[config.mk]
export PLATFORM = sky130hd
export DESIGN_NAME = multicycle_ctrl
export DESIGN_NICKNAME = d
export VERILOG_FILES = /design/src/rtl/mips_ctrl_pkg.sv /design/src/rtl/ctrl_out_decode.sv /design/src/rtl/multicycle_ctrl.sv
export SDC_FILE = /design/constraint.sdc
export NUM_CORES = 1
export LEC_CHECK = 0
export ABC_AREA = 1
export ABC_CLOCK_PERIOD_IN_PS = 2770
export CORE_UTILIZATION = 45
export CTS_CLUSTER_SIZE = 14
export DETAILED_ROUTE_END_ITERATION = 8
export GPL_TIMING_DRIVEN = 0
export PLACE_DENSITY = 0.84
export REMOVE_ABC_BUFFERS = 1
export SLEW_MARGIN = 10
export SYNTH_ARGS = -nofsm -noshare
export SYNTH_HDL_FRONTEND = slang
export SYNTH_HIERARCHICAL = 1
export SYNTH_SLANG_ARGS = --single-unit
[constraint.sdc]
create_clock -name clk -period 2.77 [get_ports clk]
set_input_delay 0.4155 -clock clk [delete_from_list [all_inputs] [get_ports clk]]
set_output_delay 0.4155 -clock clk [all_outputs]
set_load 0.05 [all_outputs]
[src/rtl/mips_ctrl_pkg.sv]
// Shared types and encodings for the multi-cycle MIPS main controller.
// Holds the state enum, opcode constants and datapath mux/ALU encodings.
package mips_ctrl_pkg;

   typedef enum logic [3:0] {
      FETCH    = 4'd0,
      DECODE   = 4'd1,
      MEM_ADDR = 4'd2,
      MEM_RD   = 4'd3,
      MEM_WB   = 4'd4,
      MEM_WR   = 4'd5,
      R_EX     = 4'd6,
      R_WB     = 4'd7,
      BEQ      = 4'd8,
      JMP      = 4'd9,
      ADDI_EX  = 4'd10,
      ADDI_WB  = 4'd11
   } state_t;

   localparam logic [5:0] OP_RTYPE = 6'b000000;
   localparam logic [5:0] OP_LW    = 6'b100011;
   localparam logic [5:0] OP_SW    = 6'b101011;
   localparam logic [5:0] OP_BEQ   = 6'b000100;
   localparam logic [5:0] OP_J     = 6'b000010;
   localparam logic [5:0] OP_ADDI  = 6'b001000;

   localparam logic [1:0] ALU_ADD   = 2'd0;
   localparam logic [1:0] ALU_SUB   = 2'd1;
   localparam logic [1:0] ALU_FUNCT = 2'd2;
   localparam logic [1:0] ALU_ADDI  = 2'd3;

   localparam logic [1:0] SRCB_B      = 2'd0;
   localparam logic [1:0] SRCB_FOUR   = 2'd1;
   localparam logic [1:0] SRCB_IMM    = 2'd2;
   localparam logic [1:0] SRCB_IMM_SH = 2'd3;

   localparam logic [1:0] PCSRC_ALU    = 2'd0;
   localparam logic [1:0] PCSRC_ALUOUT = 2'd1;
   localparam logic [1:0] PCSRC_JUMP   = 2'd2;

   // Raw per-state control word; FETCH strobes are qualified by mem_ready in the top.
   typedef struct packed {
      logic       ir_write;
      logic       pc_write;
      logic       pc_write_cond;
      logic       i_or_d;
      logic       mem_read;
      logic       mem_write;
      logic       mem_to_reg;
      logic       reg_dst;
      logic       reg_write;
      logic       alu_src_a;
      logic [1:0] alu_src_b;
      logic [1:0] alu_op;
      logic [1:0] pc_source;
   } ctrl_word_t;

endpackage

[src/rtl/ctrl_out_decode.sv]
// Combinational decoder from controller state to the Moore datapath control word.
module ctrl_out_decode
   import mips_ctrl_pkg::*;
(
   input  state_t     i_state,
   output ctrl_word_t o_ctrl
);

   always_comb begin
      o_ctrl = '0;
      case (i_state)
         FETCH: begin
            o_ctrl.mem_read  = 1'b1;
            o_ctrl.ir_write  = 1'b1;
            o_ctrl.pc_write  = 1'b1;
            o_ctrl.alu_src_b = SRCB_FOUR;
            o_ctrl.alu_op    = ALU_ADD;
            o_ctrl.pc_source = PCSRC_ALU;
         end
         DECODE: begin
            o_ctrl.alu_src_b = SRCB_IMM_SH;
            o_ctrl.alu_op    = ALU_ADD;
         end
         MEM_ADDR: begin
            o_ctrl.alu_src_a = 1'b1;
            o_ctrl.alu_src_b = SRCB_IMM;
            o_ctrl.alu_op    = ALU_ADD;
         end
         MEM_RD: begin
            o_ctrl.mem_read = 1'b1;
            o_ctrl.i_or_d   = 1'b1;
         end
         MEM_WB: begin
            o_ctrl.reg_write  = 1'b1;
            o_ctrl.mem_to_reg = 1'b1;
         end
         MEM_WR: begin
            o_ctrl.mem_write = 1'b1;
            o_ctrl.i_or_d    = 1'b1;
         end
         R_EX: begin
            o_ctrl.alu_src_a = 1'b1;
            o_ctrl.alu_src_b = SRCB_B;
            o_ctrl.alu_op    = ALU_FUNCT;
         end
         R_WB: begin
            o_ctrl.reg_write = 1'b1;
            o_ctrl.reg_dst   = 1'b1;
         end
         BEQ: begin
            o_ctrl.alu_src_a     = 1'b1;
            o_ctrl.alu_src_b     = SRCB_B;
            o_ctrl.alu_op        = ALU_SUB;
            o_ctrl.pc_write_cond = 1'b1;
            o_ctrl.pc_source     = PCSRC_ALUOUT;
         end
         JMP: begin
            o_ctrl.pc_write  = 1'b1;
            o_ctrl.pc_source = PCSRC_JUMP;
         end
         ADDI_EX: begin
            o_ctrl.alu_src_a = 1'b1;
            o_ctrl.alu_src_b = SRCB_IMM;
            o_ctrl.alu_op    = ALU_ADDI;
         end
         ADDI_WB: begin
            o_ctrl.reg_write = 1'b1;
         end
         default: ;
      endcase
   end

endmodule

[src/rtl/multicycle_ctrl.sv]
// Main FSM of the multi-cycle MIPS core: sequences fetch/decode/execute/memory/
// write-back, stalls on mem_ready and counts retired instructions.
module multicycle_ctrl
   import mips_ctrl_pkg::*;
(
   input  logic        clk,
   input  logic        rst_n,
   input  logic [5:0]  opcode,
   input  logic [5:0]  funct,
   input  logic        zero,
   input  logic        mem_ready,
   output logic        ir_write,
   output logic        pc_write,
   output logic        pc_write_cond,
   output logic        i_or_d,
   output logic        mem_read,
   output logic        mem_write,
   output logic        mem_to_reg,
   output logic        reg_dst,
   output logic        reg_write,
   output logic        alu_src_a,
   output logic [1:0]  alu_src_b,
   output logic [1:0]  alu_op,
   output logic [1:0]  pc_source,
   output logic        illegal,
   output logic [31:0] retired,
   output logic [3:0]  state
);

   state_t     r_state;
   state_t     w_next;
   logic       w_retire;
   logic       w_illegal;
   logic       w_fetch_ok;
   logic       w_unused_inputs;
   logic [31:0] r_retired;
   ctrl_word_t w_ctrl;

   // funct goes to the ALU decoder and zero to the PC-write logic; neither steers this FSM.
   assign w_unused_inputs = ^{funct, zero};

   always_ff @(posedge clk or negedge rst_n) begin
      if (!rst_n) begin
         r_state   <= FETCH;
         r_retired <= '0;
      end else begin
         r_state   <= w_next;
         r_retired <= r_retired + {31'd0, w_retire};
      end
   end

   always_comb begin
      w_next    = r_state;
      w_retire  = 1'b0;
      w_illegal = 1'b0;
      case (r_state)
         FETCH:    if (mem_ready) w_next = DECODE;
         DECODE: begin
            case (opcode)
               OP_LW, OP_SW: w_next = MEM_ADDR;
               OP_RTYPE:     w_next = R_EX;
               OP_BEQ:       w_next = BEQ;
               OP_J:         w_next = JMP;
               OP_ADDI:      w_next = ADDI_EX;
               default: begin
                  w_next    = FETCH;
                  w_illegal = 1'b1;
               end
            endcase
         end
         MEM_ADDR: w_next = (opcode == OP_SW) ? MEM_WR : MEM_RD;
         MEM_RD:   if (mem_ready) w_next = MEM_WB;
         MEM_WR: begin
            if (mem_ready) begin
               w_next   = FETCH;
               w_retire = 1'b1;
            end
         end
         R_EX:     w_next = R_WB;
         ADDI_EX:  w_next = ADDI_WB;
         MEM_WB, R_WB, BEQ, JMP, ADDI_WB: begin
            w_next   = FETCH;
            w_retire = 1'b1;
         end
         default:  w_next = FETCH;
      endcase
   end

   ctrl_out_decode u_decode (
      .i_state (r_state),
      .o_ctrl  (w_ctrl)
   );

   // Fetch-time IR/PC writes only fire once memory has delivered the word.
   assign w_fetch_ok = (r_state != FETCH) || mem_ready;

   assign ir_write      = rst_n & w_ctrl.ir_write & w_fetch_ok;
   assign pc_write      = rst_n & w_ctrl.pc_write & w_fetch_ok;
   assign pc_write_cond = rst_n & w_ctrl.pc_write_cond;
   assign mem_read      = rst_n & w_ctrl.mem_read;
   assign mem_write     = rst_n & w_ctrl.mem_write;
   assign reg_write     = rst_n & w_ctrl.reg_write;
   assign illegal       = rst_n & w_illegal;
   assign i_or_d        = w_ctrl.i_or_d;
   assign mem_to_reg    = w_ctrl.mem_to_reg;
   assign reg_dst       = w_ctrl.reg_dst;
   assign alu_src_a     = w_ctrl.alu_src_a;
   assign alu_src_b     = w_ctrl.alu_src_b;
   assign alu_op        = w_ctrl.alu_op;
   assign pc_source     = w_ctrl.pc_source;
   assign retired       = r_retired;
   assign state         = r_state;

endmodule
**After elaboration in Yosys (flattened, before gate mapping)**

Cells that the tools add are included.

- Muxes and demuxes: 22
- Add/subtract/negate cells: 1
- Reduce and logical (&&, ||, !) cells: 13
- Equal/unequal tests: 19
- Bitwise operators: 9

Operators with widths:

| cell | number |
|---|---|
| 32-bit by 1-bit adder with 32-bit output | 1 |
| 4-bit one-hot mux with 7 select lines | 1 |
| 4-bit one-hot mux with 6 select lines | 1 |
| 4-bit one-hot mux with 5 select lines | 1 |
| 4-bit by 3-bit equality test with 1-bit output (second input constant) | 4 |
| 4-bit equality test (second input constant) | 4 |
| 1-bit two-way mux | 13 |
| 6-bit equality test (second input constant) | 2 |
| 4-bit two-way mux | 3 |
| 1-bit AND | 9 |
| 4-bit by 2-bit equality test with 1-bit output (second input constant) | 2 |
| 2-bit OR reduction | 4 |
| 6-bit by 2-bit equality test with 1-bit output (second input constant) | 1 |
| 6-bit by 3-bit equality test with 1-bit output (second input constant) | 1 |
| 6-bit by 4-bit equality test with 1-bit output (second input constant) | 1 |
| 6-bit zero test | 1 |
| 2-bit != test (second input constant) | 3 |
| 6-bit OR reduction | 1 |
| 5-bit OR reduction | 1 |
| 4-bit by 1-bit equality test with 1-bit output (second input constant) | 1 |
| 4-bit zero test | 1 |
| 2-bit one-hot mux with 2 select lines | 1 |
| 4-bit nonzero test | 1 |
| 4-bit OR reduction | 1 |
| other kinds (5) | 5 |

- Bits of input ports: 16
- Output and inout port bits: 53
- Register bits: 36

**Longest topological paths before layout**

Gate-level depths: netlist of the first run.

- Depth in word-level cells: 5
- Mapped depth: 14

**Modules after synthesis**

The synthesis of the first run kept the hierarchy.

By module, submodules not included:

| module | cells each | instances | area an instance (um^2) |
|---|---|---|---|
| multicycle_ctrl | 314 | 1 | 2254.7 |
| ctrl_out_decode | 37 | 1 | 167.7 |

**Least setup slack after synthesis of the first run**

No wires, ideal clock.

- Path type: reg-to-output
- From: reg r_state[0], in the netlist state[0]
- To: out illegal
- Path buffers: 0
- Setup slack: 0.079 ns
- Arrival: 2.276 ns
- Stages on the path, launching flop included: 5
- Cell sequence: dfrtp_1 > nand2_1 > nor2_2 > nand2_1 > nor3_1

- Cells in the longest elaborated chain, start to end: 3

Ends and longest elaborated chain:

| item | RTL line | source |
|---|---|---|
| from (decl) | multicycle_ctrl.sv:30 | `state_t r_state;` |
| from (signal assigned) | multicycle_ctrl.sv:47 | `r_state <= w_next;` |
| 4-bit by 1-bit equality test with 1-bit output | multicycle_ctrl.sv:56 | `case (r_state)` |
| 1-bit two-way mux | multicycle_ctrl.sv:56 |  |
| 1-bit AND | multicycle_ctrl.sv:103 | `assign illegal = rst_n & w_illegal;` |
| to (decl) | multicycle_ctrl.sv:25 | `output logic illegal,` |

No other way between the ends.

==> flow_summary.yaml, run 1 <==
clocking:
  cts_setup_buffers: 0
  clk_pin_slew_worst_paths_ps: 80
  cts_buffers: 5
  cts_buffer_depth: 2
  worstSkewPairLatency_ps: 290
  cts_hold_buf: 0
  h-tree-depth: 2
  numClockSinks: 36
  root_buffer: "clkbuf_8"
  cts_tree: "yes"
die:
  start_util_pct: 47.1
  die-area_mm2: 0.00568
  core_area_mm2: 0.00514
  io_pins: 69
  die_width_um: 75.4
  die_y_um: 75.4
  num_rows: 26
drt:
  drt_iter0_drc: 232
  dr.pass1.iters: 4
  viasPerCell: 4.96
  num_vias: 2432
  antenna_left: 0
  routedWlPerCell_um: 12.1
  wirelength_um: 5910
  drc: 0
synthesis:
  yosysUniqueCellTypes: 24
  ys_seq_area_share_pct: 37.2
  synth-main-ff-cell: "dfrtp_1"
  synthArstFlopShare_pct: 100
  avgSynthCellArea_um2: 6.90
  syn_area_mm2: 0.00242
  yosys_warnings: 6
  synth-edff-count: 0
  ys_seq_elements: 36
  synth_cells: 351
pwr:
  power_frac_seq_pct: 34.1
  power_frac_comb_pct: 45.5
  pwr-share-clk_pct: 20.4
  switching_share_pct: 44.9
  totalPowerFinal_mw: 1.88
  p_sw_mw: 0.845
  p_per_area_mw_per_mm2: 583
  internal_power_mw: 1.04
  p_leak_nw: 1.55
  ir_drop_uv: 391
run_status:
  status: "finished clean"
finish:
  nets: 437
  drive_gt1_share_pct: 10.5
  num-fill-cells: 482
  design_area_mm2: 0.00323
  diodes: 0
  syn2layout_area_growth_pct: 33.2
worst_setup_path:
  required_ps: 2350
  crit_type: "flop to primary output"
  critPathCaptureType: "primary output"
  crit_fanout: 11
  worstPathArrival_ps: 2200
  crit_path_start_kind: "flop"
place:
  dpl_cell_area_mm2: 0.00314
  dp_hpwl_um: 4750
  io_buffers: 61
  place.gp.congestion: 0.984
hold_path:
  hold_class: "input pin to asynchronous set/reset pin"
timing:
  fin_crit_sh_pct: 94.4
  skew_ps: 11.5
  final-max-slew-violation-count: 0
  fin_crit_ps: 2610
  max_freq_mhz: 383
  hold_viol: 0
  fin_tns_setup_ps: 0
  rsz0062_at_grt: "no"
  finalSetupViolCount: 0
  slew_headroom_pct: 64.9
  worstMarginPinSlew_ps: 525
global_routing:
  grt_start_max_net_pins: 23
  grt_pass1_vias: 2080
  grt_util_all_layers_pct: 21.9
  grt_antenna_before_repair: 0
  grt_pass1_wl_um: 9370
  grt.overflow.total: 0
flow_run:
  drv_cap: 0
==> cell type report <==
cell class	count	area, um^2	share of cell area (%)
clock buffer	8	90.1	2.79
tap	70	87.6	2.71
multi-input combinational	274	1370	42.3
sequential	36	901	27.9
inverter	40	150	4.65
timing repair buffer	62	632	19.6
==> cells in the mapped netlist, types with 3 or more instances <==
library cell | number | area (um^2)
nand2_1 | 125 | 469
nor2_1 | 58 | 218
dfrtp_1 | 36 | 901
inv_1 | 35 | 131
nand3_1 | 16 | 80.1
nand3b_1 | 13 | 97.6
nand2_2 | 11 | 68.8
xor2_1 | 10 | 87.6
nor2_2 | 8 | 50.1
xnor2_1 | 6 | 52.6
inv_2 | 5 | 18.8
o21ai_0 | 5 | 25.0
nor2_4 | 4 | 45.0
a21oi_1 | 3 | 15.0
==> worst max-delay path, stage by stage, from the launching register on <==
cell	delay (ps)
dfrtp_1	520
nor2_1	240
nand2_1	140
o21ai_2	80
nand3_1	80
inv_1	70
clkdlybuf4s50_1	790
==> cells by family (layout without fill, tap and decap cells) <==
family	Yosys count	in the layout	synth area share [%]
adder cells (fa/ha/maj)	2	2	1.03
flip-flops	36	36	37.2
AO/OA/AOI/OAI	12	12	2.89
XOR/XNOR	17	17	6.46
AND/OR/NAND/NOR	243	243	45.9
buffers and inverters	41	110	6.51
==> path summary, 6_finish.rpt <==
kind / endpoint / depth (start not counted) / slack, ps / from
worst max-delay path: pc_write / 6 / 160 / state[0]
worst min-delay path: retired[15] / 1 / 70 / rst_n
worst max register to register: retired[30] / 14 / 250 / state[3]
worst min register to register: retired[31] / 2 / 510 / retired[31]
max in group asynchronous: retired[28] / 2 / 2210 / rst_n
min in group clk: retired[31] / 2 / 510 / retired[31]
==> timing repair <==
action,in CTS,in global routing
setup endpoints to repair,1,1
gates resized for setup,1,1
hold endpoints to repair,0,0
==> state kept, by name, indices dropped and copies added (netlist names) <==
register and cells:
retired 32, state 4
==> power by group through the flow <==
stage          clock, mW  sequential [mW]  combinational [mW]
2_1_floorplan          0            0.774               0.459
6_report           0.384            0.641               0.857
3_3_place_gp           0            0.648               0.839
5_1_grt            0.405            0.648               0.917
3_5_place_dp           0            0.650               0.861
4_1_cts            0.385            0.640               0.860
==> routing by layer <==
metal / global-route usage [%] / up-vias / part of all wire [%]
met1: 29.3 / 1122 / 44
li1: - / 1223 / -
met3: 3.57 / 7 / 5.4
met2: 37.5 / 80 / 50
met5: 0 / - / 0
met4: 4.53 / 0 / 0.95
==> cell usage in the layout (no fill, tap or decap), drive strengths merged <==
master and n:
nand3 17, ha 2, nor3 2, a21oi 3, dfrtp 36, xnor2 6
buf 2, nand3b 13, nand2 137, o22ai 2, clkbuf 8, nand4 2
inv 40, nor2 72, clkdlybuf4s50 59, o21ai 7, dlygate4sd2 1, xor2 11
==> through the flow <==
step	std cells	hold WS [ps]	setup WS, ps	util [%]
finish	490	70.5	156	62.8
global route	490	99.1	51.2	62.8
CTS	490	90.2	157	62.7
detailed placement	482	396	61.6	61.0
global placement	481	471	-1050	60.6
floorplan	350	120	78.6	-
Power figures use the tool's default switching activity.
==> run 2, diff against run 1 <==
--- a/config.mk
+++ b/config.mk
@@ -10,10 +10,9 @@
 export CORE_UTILIZATION = 45
 export CTS_CLUSTER_SIZE = 14
 export DETAILED_ROUTE_END_ITERATION = 8
-export GPL_TIMING_DRIVEN = 0
 export PLACE_DENSITY = 0.84
 export REMOVE_ABC_BUFFERS = 1
-export SLEW_MARGIN = 10
+export SLEW_MARGIN = 15
 export SYNTH_ARGS = -nofsm -noshare
 export SYNTH_HDL_FRONTEND = slang
 export SYNTH_HIERARCHICAL = 1
==> run 2 against run 1 <==
Largest power group unchanged. Power increased by 0.63%. Register-to-register slack improved by 160 ps. Worst hold slack improved by 56 ps. Sequential power about the same. Final cell count increased by 0.41%.
==> flow_summary.yaml, run 2 (synthesis results as in run 1) <==
worst_setup_path:
  cp_slowest_cell: "clkdlybuf4s50_1"
  crit_path_start_kind: "flop"
  worstPathArrival_ps: 2030
  crit_fanout: 11
  cp_cell_sequence: "inv_1 > nand2_1 > o21ai_0 > clkdlybuf4s50_1"
  crit_type: "flop to primary output"
  critPathTopFamily: "buffers and inverters"
  critPathCaptureType: "primary output"
  required_ps: 2350
  worst-path-buf-inv: 2
  cpPeakStageDelay_ps: 830
drt:
  wirelength_um: 5890
  viasPerCell: 4.89
  dr.pass1.iters: 4
  drc: 0
  routedWlPerCell_um: 12.0
  drt_iter0_drc: 160
  antenna_left: 0
  num_vias: 2406
finish:
  nets: 439
  num-fill-cells: 470
  largest_reg_flops: 32
  syn2layout_area_growth_pct: 32.7
  layout.cells.non_filler: 492
  seqCellArea_um2: 901
  layout_common_cells: "125 x nand2_1, 58 x nor2_1, 53 x clkdlybuf4s50_1"
  diodes: 0
  post-route-util_pct: 62.6
  design_area_mm2: 0.00322
  drive_gt1_share_pct: 12.3
  multi_input_area_mm2: 0.00136
  final_common_cell: "nand2_1"
die:
  core_area_mm2: 0.00514
  die_y_um: 75.4
  start_util_pct: 47.1
  io_pins: 69
  die_width_um: 75.4
  num_rows: 26
  die-area_mm2: 0.00568
pwr:
  ir_drop_uv: 327
  p_sw_mw: 0.852
  power_frac_comb_pct: 45.8
  switching_share_pct: 45.0
  pwr-share-clk_pct: 20.5
  power_frac_seq_pct: 33.7
  internal_power_mw: 1.04
  p_per_area_mw_per_mm2: 589
  p_leak_nw: 1.56
timing:
  hold_slack_ps: 126
  hold_viol: 0
  fin_crit_sh_pct: 88.3
  finalSetupViolCount: 0
  final-max-slew-violation-count: 0
  rsz0062_at_grt: "no"
  fin_crit_ps: 2450
  max_freq_mhz: 409
  worstMarginPinSlew_ps: 541
  slew_headroom_pct: 63.8
  skew_ps: 5.62
  fin_tns_setup_ps: 0
hold_path:
  hold_class: "input pin to asynchronous set/reset pin"
global_routing:
  grt_antenna_before_repair: 0
  grt_start_max_net_pins: 27
  grt_pass1_wl_um: 9490
  grt.overflow.total: 0
  grt_pass1_vias: 2100
  grt_util_all_layers_pct: 22.1
flow_run:
  drv_cap: 0
clocking:
  clk_pin_slew_worst_paths_ps: 70
  cts_setup_buffers: 0
  h-tree-depth: 2
  cts_hold_buf: 0
  cts-resized-gates: 0
  numClockSinks: 36
  worstSkewPairLatency_ps: 290
  cts_tree: "yes"
  cts_buffer_depth: 2
  cts_buffers: 5
  root_buffer: "clkbuf_8"
run_status:
  status: "finished clean"
place:
  io_buffers: 61
  dpl_cell_area_mm2: 0.00313
  place.gp.congestion: 0.912
  dp_cells: 484
  dp_hpwl_um: 4720
[run 2: worst register-to-register path: stages, from the launching register on]
cell     delay [ps]
dfrtp_1         490
inv_1           160
nand2_1         100
inv_1           120
nand3_1         100
o22ai_1         180
ha_1            200
ha_1            180
inv_1           110
nor2_8          210
nand2_4         120
nor2_8          140
nand2_1          60
nand2_1          60
nand2_1          40
[run 2: through the flow]
step | total power, mW | worst slack [ps]
floorplan | 1.23 | 78.6
global placement | 1.50 | 418
detailed placement | 1.52 | 400
CTS | 1.90 | 327
global route | 1.99 | 171
finish | 1.89 | 325
[run 2: final timing paths]
path	from	end	slack, ps	depth (start not counted)
min in group clk	retired[31]	retired[31]	520	2
max in group asynchronous	rst_n	retired[17]	2350	2
setup reg to reg	state[3]	retired[30]	410	14
hold / removal	rst_n	retired[7]	130	2
hold reg to reg	retired[31]	retired[31]	520	2
setup / recovery	state[0]	alu_src_a	320	4
[run 2: power by group through the flow]
stage               registers, mW  clock network [mW]  logic, mW
floorplan                   0.774                   0      0.459
finish                      0.638               0.388      0.868
CTS                         0.639               0.387      0.869
global placement            0.647                   0      0.852
global route                0.649               0.417      0.927
detailed placement          0.649                   0      0.866
[run 2: area by class of cell]
type                            count  share of cell area, %
Clock buffer                        8                   2.80
Multi-Input combinational cell    274                   42.4
Inverter                           40                   4.67
Tap cell                           70                   2.72
Sequential cell                    36                   28.0
Timing Repair Buffer               64                   19.4
[run 2: per-layer routing]
metal	share of wire (%)	GRT usage, %	up-vias	wire length, um
met2	48	35.6	69	2830
met1	45	30.4	1104	2670
met4	1.5	4.32	0	86
met5	0	0	-	0
li1	-	-	1224	-
met3	5.2	5.56	9	309
==> run 3, diff against run 2 <==
--- a/config.mk
+++ b/config.mk
@@ -7,13 +7,13 @@
 export LEC_CHECK = 0
 export ABC_AREA = 1
 export ABC_CLOCK_PERIOD_IN_PS = 2770
+export CORE_MARGIN = 3
 export CORE_UTILIZATION = 45
 export CTS_CLUSTER_SIZE = 14
 export DETAILED_ROUTE_END_ITERATION = 8
-export PLACE_DENSITY = 0.84
+export PLACE_DENSITY = 0.86
 export REMOVE_ABC_BUFFERS = 1
 export SLEW_MARGIN = 15
 export SYNTH_ARGS = -nofsm -noshare
 export SYNTH_HDL_FRONTEND = slang
-export SYNTH_HIERARCHICAL = 1
 export SYNTH_SLANG_ARGS = --single-unit
==> run 3 against run 2 <==
Synthesized cell count decreased by 8.3%. Count of clock-buffer cells in the layout decreased by 1. Area after synthesis decreased by 8.4%. Clock power increased by 5%. Final cell count decreased by 7.1%. Via count decreased by 5.4%. Sequential share of layout area increased by 2.0 points. First-iteration DRC count decreased by 11%. Critical path depth increased by 2. Combinational power decreased by 15%. Setup slack got worse by 110 ps. Critical path type unchanged. Non-clock buffer count decreased by 1.
==> flow_summary.yaml, run 3 <==
die:
  die-area_mm2: 0.00581
  start_util_pct: 48.6
  io_pins: 69
  die_width_um: 76.2
  die_y_um: 76.2
  core_area_mm2: 0.00456
  num_rows: 24
synthesis:
  synth-edff-count: 0
  synth_cells: 322
  yosysUniqueCellTypes: 19
  synthTopCellsByCount: "125 x nand2_1, 63 x nor2_1, 36 x dfrtp_1"
  yosys_warnings: 0
  netlist.area_leader.share_pct: 40.6
  yosysTopAreaCell: "dfrtp_1"
  ys_seq_area_share_pct: 40.6
  syn_area_mm2: 0.00222
  synth-main-ff-cell: "dfrtp_1"
  avgSynthCellArea_um2: 6.89
  synthArstFlopShare_pct: 100
  ys_seq_elements: 36
  yosysMostFrequentCell: "nand2_1"
  ys_top_cells_by_area: "dfrtp_1 41%, nand2_1 21%, nor2_1 11%"
worst_setup_path:
  crit_type: "flop to primary output"
  r2r_start: "state[1]"
  reg2reg_depth: 16
  r2r_setup_slack_ps: 320
  crit_fanout: 5
  critPathCaptureType: "primary output"
  required_ps: 2350
  worstPathArrival_ps: 2140
  r2r-end: "retired[30]"
  crit_path_start_kind: "flop"
run_status:
  status: "finished clean"
place:
  dp_hpwl_um: 4570
  io_buffers: 61
  place.gp.congestion: 0.911
  dp_slack_ps: 301
  dpl_cell_area_mm2: 0.00290
  dp_cells: 449
pwr:
  ir_drop_uv: 702
  p_leak_nw: 1.35
  p_per_area_mw_per_mm2: 585
timing:
  max_freq_mhz: 392
  slew_headroom_pct: 65.2
  rsz0062_at_grt: "no"
  fin_crit_ps: 2550
  worstMarginPinSlew_ps: 520
  skew_ps: 7.41
  finalSetupViolCount: 0
  hold_viol: 0
  final-max-slew-violation-count: 0
  fin_crit_sh_pct: 92.2
  fin_ws_ps: 217
  hold_slack_ps: 461
global_routing:
  grt_util_all_layers_pct: 20.3
  grt_pass1_wl_um: 9650
  grt_antenna_before_repair: 0
  grt_pass1_vias: 2179
  grt.overflow.total: 0
  grt_start_max_net_pins: 38
clocking:
  clk_pin_slew_worst_paths_ps: 70
  cts_setup_buffers: 0
  cts-resized-gates: 0
  cts_buffer_depth: 2
  cts_buffers: 5
  root_buffer: "clkbuf_8"
  worstSkewPairLatency_ps: 290
  h-tree-depth: 2
  cts_tree: "yes"
  numClockSinks: 36
  cts_hold_buf: 1
hold_path:
  hold_class: "input pin to asynchronous set/reset pin"
finish:
  diodes: 0
  layout_common_cells: "125 x nand2_1, 63 x nor2_1, 53 x clkdlybuf4s50_1"
  nets: 410
  num-fill-cells: 421
  final_common_cell: "nand2_1"
  syn2layout_area_growth_pct: 35.3
  design_area_mm2: 0.00300
  drive_gt1_share_pct: 8.67
  layout.cells.non_filler: 457
  largest_reg_flops: 32
flow_run:
  drv_cap: 0
drt:
  routedWlPerCell_um: 12.6
  antenna_left: 0
  drt_iter0_drc: 142
  dr.pass1.iters: 5
  viasPerCell: 4.98
  wirelength_um: 5750
  drc: 0
  num_vias: 2275
run 3: area by class of cell:
| cell class | instances | area (um^2) | area share (%) |
|---|---|---|---|
| clock buffer | 7 | 96.3 | 3.21 |
| sequential | 36 | 901 | 30.0 |
| timing repair buffer | 63 | 606 | 20.2 |
| tap | 65 | 81.3 | 2.71 |
| inverter | 27 | 101 | 3.37 |
| multi-input combinational | 259 | 1220 | 40.5 |
run 3: critical path, stage by stage (launching register included):
cell and delay (ps):
dfrtp_1 420, inv_1 100, nand2_1 140, nor2_1 200, inv_1 100, nand2_1 90, clkdlybuf4s50_1 800
run 3: routing by layer:
| metal | up-vias | part of all wire (%) | global-route usage (%) |
|---|---|---|---|
| met5 | - | 0 | 0 |
| met4 | 0 | 2.6 | 10.1 |
| met3 | 16 | 5.4 | 3.19 |
| met2 | 79 | 49 | 34.6 |
| met1 | 1040 | 43 | 24.8 |
| li1 | 1140 | - | - |
run 3: power by group:
part | internal, mW | leakage (nW) | total [mW] | switching, mW
clock network | 0.221 | 0.0503 | 0.406 | 0.185
logic | 0.216 | 0.810 | 0.735 | 0.518
registers | 0.567 | 0.490 | 0.616 | 0.0494
total | 1.00 | 1.35 | 1.76 | 0.753
run 3: kinds of logic after synthesis:
family,after synthesis,synth area share [%]
buf+inv,27,4.57
xor+xnor,16,6.31
flops,36,40.6
compound gates,13,3.04
fa+ha+maj,2,1.13
simple gates,228,44.4
run 3: how the worst max path moves through the flow:
stage | from | slack (ps) | cells after the start | endpoint
finish | state[2] | 220 | 6 | i_or_d
global placement | mem_ready | 330 | 12 | retired[30]
CTS | state[2] | 230 | 6 | i_or_d
detailed placement | mem_ready | 300 | 12 | retired[30]
floorplan | state[3] | -30 | 4 | pc_write_cond
global route | state[1] | 40 | 16 | retired[30]
run 3: through the flow:
| stage | total power [mW] | utilization (%) | TNS [ps] |
|---|---|---|---|
| 6_report | 1.76 | 65.8 | 0 |
| 5_1_grt | 1.83 | 65.8 | 0 |
| 4_1_cts | 1.77 | 65.8 | 0 |
| 3_5_place_dp | 1.36 | 63.5 | 0 |
| 3_3_place_gp | 1.35 | 63.5 | 0 |
| 2_1_floorplan | 1.12 | - | -30.7 |
